### src/rtl/cic_decim_pcm_pkg.sv
// cic_decim_pcm_pkg: shared CIC decimator defaults and derived widths.
package cic_decim_pcm_pkg;
   localparam int CIC_ORDER  = 4;
   localparam int CIC_LOG2_R = 5;
   localparam int CIC_OUT_W  = 24;
   localparam int CIC_REG_W  = 2 + CIC_ORDER * CIC_LOG2_R;
   localparam int CIC_S      = CIC_OUT_W - 1 - CIC_ORDER * CIC_LOG2_R;
endpackage

### src/rtl/cic_comb_stage.sv
// cic_comb_stage: one CIC differentiator, y = x - x_delayed; the delay loads x on en.
module cic_comb_stage #(
   parameter int W = 22
) (
   input  logic                clk,
   input  logic                rst_n,
   input  logic                en,
   input  logic signed [W-1:0] x,
   output logic signed [W-1:0] y
);
   logic signed [W-1:0] d;
   always_ff @(posedge clk) begin
      if (!rst_n) d <= '0;
      else if (en) d <= x;
   end
   assign y = x - d;
endmodule

### src/rtl/cic_decim_pcm.sv
// cic_decim_pcm: ORDER-stage CIC decimator turning a 1-bit delta-sigma stream
// into saturated signed PCM, one sample per 2^LOG2_R accepted bits.
module cic_decim_pcm
   import cic_decim_pcm_pkg::*;
#(
   parameter int ORDER  = CIC_ORDER,
   parameter int LOG2_R = CIC_LOG2_R,
   parameter int OUT_W  = CIC_OUT_W
) (
   input  logic                    clk,
   input  logic                    rst_n,
   input  logic                    bit_in,
   input  logic                    bit_valid,
   output logic signed [OUT_W-1:0] out,
   output logic                    out_valid,
   output logic                    sat
);
   localparam int REG_W = 2 + ORDER * LOG2_R;
   localparam int S     = OUT_W - 1 - ORDER * LOG2_R;
   localparam int SP    = S > 0 ? S : 0;
   localparam int SN    = S < 0 ? -S : 0;
   localparam int SW    = REG_W + SP + 1;
   localparam int WU_W  = $clog2(ORDER + 1);
   localparam logic [WU_W-1:0] WU_MAX = WU_W'(ORDER);
   localparam logic signed [SW-1:0] HI = {{(SW-OUT_W+1){1'b0}}, {(OUT_W-1){1'b1}}};
   localparam logic signed [SW-1:0] LO = {{(SW-OUT_W+1){1'b1}}, {(OUT_W-1){1'b0}}};

   logic signed [1:0]       x2;
   logic signed [REG_W-1:0] acc;
   logic signed [REG_W-1:0] integ [ORDER];
   logic signed [REG_W-1:0] integ_nxt [ORDER];
   logic [LOG2_R-1:0]       cnt;
   logic [WU_W-1:0]         warm;
   logic                    frame, hi, lo;
   logic signed [SW-1:0]    sc;

   assign x2 = bit_in ? 2'sb01 : 2'sb11;

   // Delay-free cascade: every integrator sees this edge's new upstream value,
   // so the decimated output is exactly the textbook CIC response.
   always_comb begin
      acc = REG_W'(x2);
      for (int k = 0; k < ORDER; k++) begin
         acc          = acc + integ[k];
         integ_nxt[k] = acc;
      end
   end

   for (genvar k = 0; k < ORDER; k++) begin : g_c
      logic signed [REG_W-1:0] x, y;
      if (k == 0) begin : g_h
         assign x = integ[ORDER-1];
      end else begin : g_t
         assign x = g_c[k-1].y;
      end
      cic_comb_stage #(.W(REG_W)) u_comb (
         .clk  (clk),
         .rst_n(rst_n),
         .en   (frame),
         .x    (x),
         .y    (y)
      );
   end

   assign sc = (SW'(g_c[ORDER-1].y) <<< SP) >>> SN;
   assign hi = sc > HI;
   assign lo = sc < LO;

   always_ff @(posedge clk) begin
      if (!rst_n) begin
         for (int k = 0; k < ORDER; k++) integ[k] <= '0;
         cnt       <= '0;
         warm      <= '0;
         frame     <= 1'b0;
         out       <= '0;
         out_valid <= 1'b0;
         sat       <= 1'b0;
      end else begin
         if (bit_valid) begin
            for (int k = 0; k < ORDER; k++) integ[k] <= integ_nxt[k];
            cnt <= cnt + 1'b1;
         end
         frame     <= bit_valid && (&cnt);
         out_valid <= frame && warm == WU_MAX;
         sat       <= frame && warm == WU_MAX && (hi || lo);
         if (frame && warm != WU_MAX) warm <= warm + 1'b1;
         if (frame && warm == WU_MAX) out <= hi ? HI[OUT_W-1:0] : lo ? LO[OUT_W-1:0] : sc[OUT_W-1:0];
      end
   end
endmodule

### config.mk
export PLATFORM = sky130hd
export DESIGN_NAME = cic_decim_pcm
export DESIGN_NICKNAME = d
export VERILOG_FILES = /design/src/rtl/cic_decim_pcm_pkg.sv /design/src/rtl/cic_comb_stage.sv /design/src/rtl/cic_decim_pcm.sv
export SDC_FILE = /design/constraint.sdc
export NUM_CORES = 1
export LEC_CHECK = 0
export CAP_MARGIN = 20
export CORE_ASPECT_RATIO = 0.6
export CORE_MARGIN = 2
export CORE_UTILIZATION = 38
export CTS_BUF_LIST = sky130_fd_sc_hd__clkbuf_4
export DETAILED_ROUTE_END_ITERATION = 10
export MAX_ROUTING_LAYER = met4
export SLEW_MARGIN = 10
export SYNTH_ARGS = -nofsm -noshare
export SYNTH_HDL_FRONTEND = slang
export SYNTH_SLANG_ARGS = --single-unit
export TNS_END_PERCENT = 50
### constraint.sdc
create_clock -name clk -period 13.81 [get_ports clk]
set_input_delay 3.4525 -clock clk [delete_from_list [all_inputs] [get_ports clk]]
set_output_delay 3.4525 -clock clk [all_outputs]
set_load 0.1 [all_outputs]
==> impl_metrics.ini <==
[clock_tree]
clockRootBuffer = clkbuf_4
cts_buffer_depth = 3
cts_htree_levels = 2
numCtsBuffers = 57
path_clk_slew_ns = 0.06
cts_hold_buf = 0
cts_tree = built
cts_resized = 0
clock_latency_ns = 0.76
cts_setup_buffers = 0
cts.sink_count = 209

[worst_hold_path]
hp-class = flip-flop to flip-flop
worstHoldStart = g_c[1].u_comb.d[18]$_SDFFE_PN0P_
whs_path_depth = 2
hold_end = g_c[1].u_comb.d[18]$_SDFFE_PN0P_

[cells_and_area]
final_core_util = 0.425
area_growth_pct = 10.8
drive_above_1_share = 0.0690
fin_cells = 2361
nNetsFinal = 1965

[routing]
drtAntennaViolNets = 0
vias = 12300
via_per_inst = 5.19
drtIter0Drc = 680
wl_um = 34100
wl_per_cell_um = 14.4
drt_first_pass_iters = 5
drc = 0

[yosys]
ys.flop_type = dfxtp_1
synth_top_area_share = 0.171
yosysWarnings = 0
synth.ff_latch_count = 209
synth_top_area_cell = edfxtp_1
yosysMostFrequentCell = nor2_1
avgSynthCellArea_um2 = 8.93
ys_seq_area_frac = 0.328
synth_edf_count = 88
synth_area_leaders = edfxtp_1, dfxtp_1, ha_1
syn_nets = 1916
synth_cell_type_count = 84
syn_area_um2 = 15400
synthTopCellsByCount = nor2_1, ha_1, inv_1
synthArstFlopShare = 0
synth_cells = 1729

[setup_path]
crit_buf_inv = 3
r2r_end = out[9]$_SDFFE_PN0P_
crit_type = input port to flip-flop
cp_top_family = compound AO/OA/AOI/OAI gates
worstPathRequired_ns = 14.31
critical_path_arrival_ns = 11.21
cpPeakStageDelay_ns = 0.61
r2r_start = integ[3][0]$_SDFFCE_PN0P_
critPathCaptureType = flip-flop
cp-start-kind = input port
crit_top_cell = a21oi_1
slowest_stage = inv_1
worst_r2r_path_depth = 34
path_max_fanout = 20
rrSetupSlack_ns = 5.22

[timing]
fin_skew_ns = 0.0833
max_clock_freq_mhz = 93.3
layout_min_cycle_time_ns = 10.71
slew-limit-headroom = 0.304
setup_violations = 0
tns_ns = 0
finalCritPeriodShare = 0.776
hold_viol = 0
hold_ws_ns = 0.468
tightest_slew_ns = 1.04
final_max_slew_viol_count = 0
rsz0062_at_grt = false

[global_routing]
globalRouteOverflowTotal = 0
antenna_found_initial = 1
grt_pass1_wl_um = 56500
grt_pass1_vias = 11500
grt_start_max_net_pins = 61
track_usage = 0.164

[floorplanning]
die_area_um2 = 42300
pin_count = 30
fp.coreArea_um2 = 40200
start_util = 0.384
die_w_um = 264
die_h_um = 160
rows = 57

[placed_design]
finalWeightedCongestion = 0.876
io_buffers = 29
place_hpwl_um = 24600
dp.cells = 2250

[run]
cap_viol_max_count = 0

[outcome]
status = finished, final reports clean
layout by cell type (no fill, tap or decap), types with 17 or more instances in the layout:
master           instances
nand2b_1                17
o21bai_1                18
and3_1                  17
xnor2_1                103
nor2b_1                 22
nand3_1                 27
o21ai_0                 55
mux2i_1                 73
edfxtp_1                88
inv_1                  136
clkdlybuf4s50_1         29
dfxtp_1                120
nor3_1                  33
a21oi_1                125
and2_1                  60
nor2_1                 205
o21ai_1                 35
a211oi_1                28
ha_1                   175
nand2_1                 68
a21o_1                  63
xor2_1                  36
o21a_1                  30
clkbuf_4                96
layer usage:
| metal | GRT usage | part of all wire | vias to the layer above |
|---|---|---|---|
| met5 | - | 0 | - |
| met4 | 0.0385 | 0.015 | 0 |
| met3 | 0.0373 | 0.054 | 53 |
| met2 | 0.216 | 0.37 | 209 |
| met1 | 0.247 | 0.56 | 5681 |
| li1 | - | - | 6313 |
worst min-delay path, delay by kind of cell (launching register included):
kind	cells	cell delay (ns)
flip-flops	1	0.31
AND/OR/NAND/NOR	1	0.06
AO/OA/AOI/OAI	1	0.06
kinds of logic (layout without fill, tap and decap cells):
logic type | count (synthesis) | count (layout) | share of synthesized area
compound gates | 449 | 449 | 0.191
xor+xnor | 143 | 143 | 0.0850
fa+ha+maj | 183 | 183 | 0.152
buf+inv | 186 | 282 | 0.0457
flops | 209 | 209 | 0.328
mux | 74 | 74 | 0.0481
other cells | 0 | 5 | 0
simple gates | 485 | 485 | 0.150
sequential cells by signal, summed over array words and instances (netlist names):
signal and flops:
integ 88, g_c.u_comb.d 88, out_valid 1, cnt 5, frame 1, warm 3
out 22, sat 1
final cells by class:
class | instances | area (um2)
inverters | 139 | 523
clock buffers | 96 | 721
flip-flops and latches | 209 | 5070
repair buffers | 37 | 350
well taps | 531 | 664
fillers | 3948 | 23100
diodes | 5 | 12.5
clock inverters | 10 | 96.3
multi-input cells | 1334 | 9670
worst max-delay path by stage:
| stage | from | end | depth (start not counted) |
|---|---|---|---|
| final | bit_in | integ[3][21]$_SDFFCE_PN0P_ | 35 |
| after detailed placement | bit_in | integ[3][21]$_SDFFCE_PN0P_ | 35 |
| after floorplan | bit_in | integ[3][21]$_SDFFCE_PN0P_ | 32 |
| after CTS | bit_in | integ[3][21]$_SDFFCE_PN0P_ | 35 |
| after global placement | bit_in | integ[3][21]$_SDFFCE_PN0P_ | 35 |
| after global routing | bit_in | integ[3][21]$_SDFFCE_PN0P_ | 35 |
stage by stage:
| stage | cell area [um2] | setup WS (ns) |
|---|---|---|
| after floorplan | 15400 | 4.24 |
| after global placement | 16300 | 2.79 |
| after detailed placement | 16300 | 2.48 |
| after CTS | 17100 | 3.26 |
| after global routing | 17100 | 2.49 |
| final | 17100 | 3.10 |
Power is left out: the tool's default activity adds up to more than one toggle a clock period on the data nets, which glitch-free logic cannot reach.
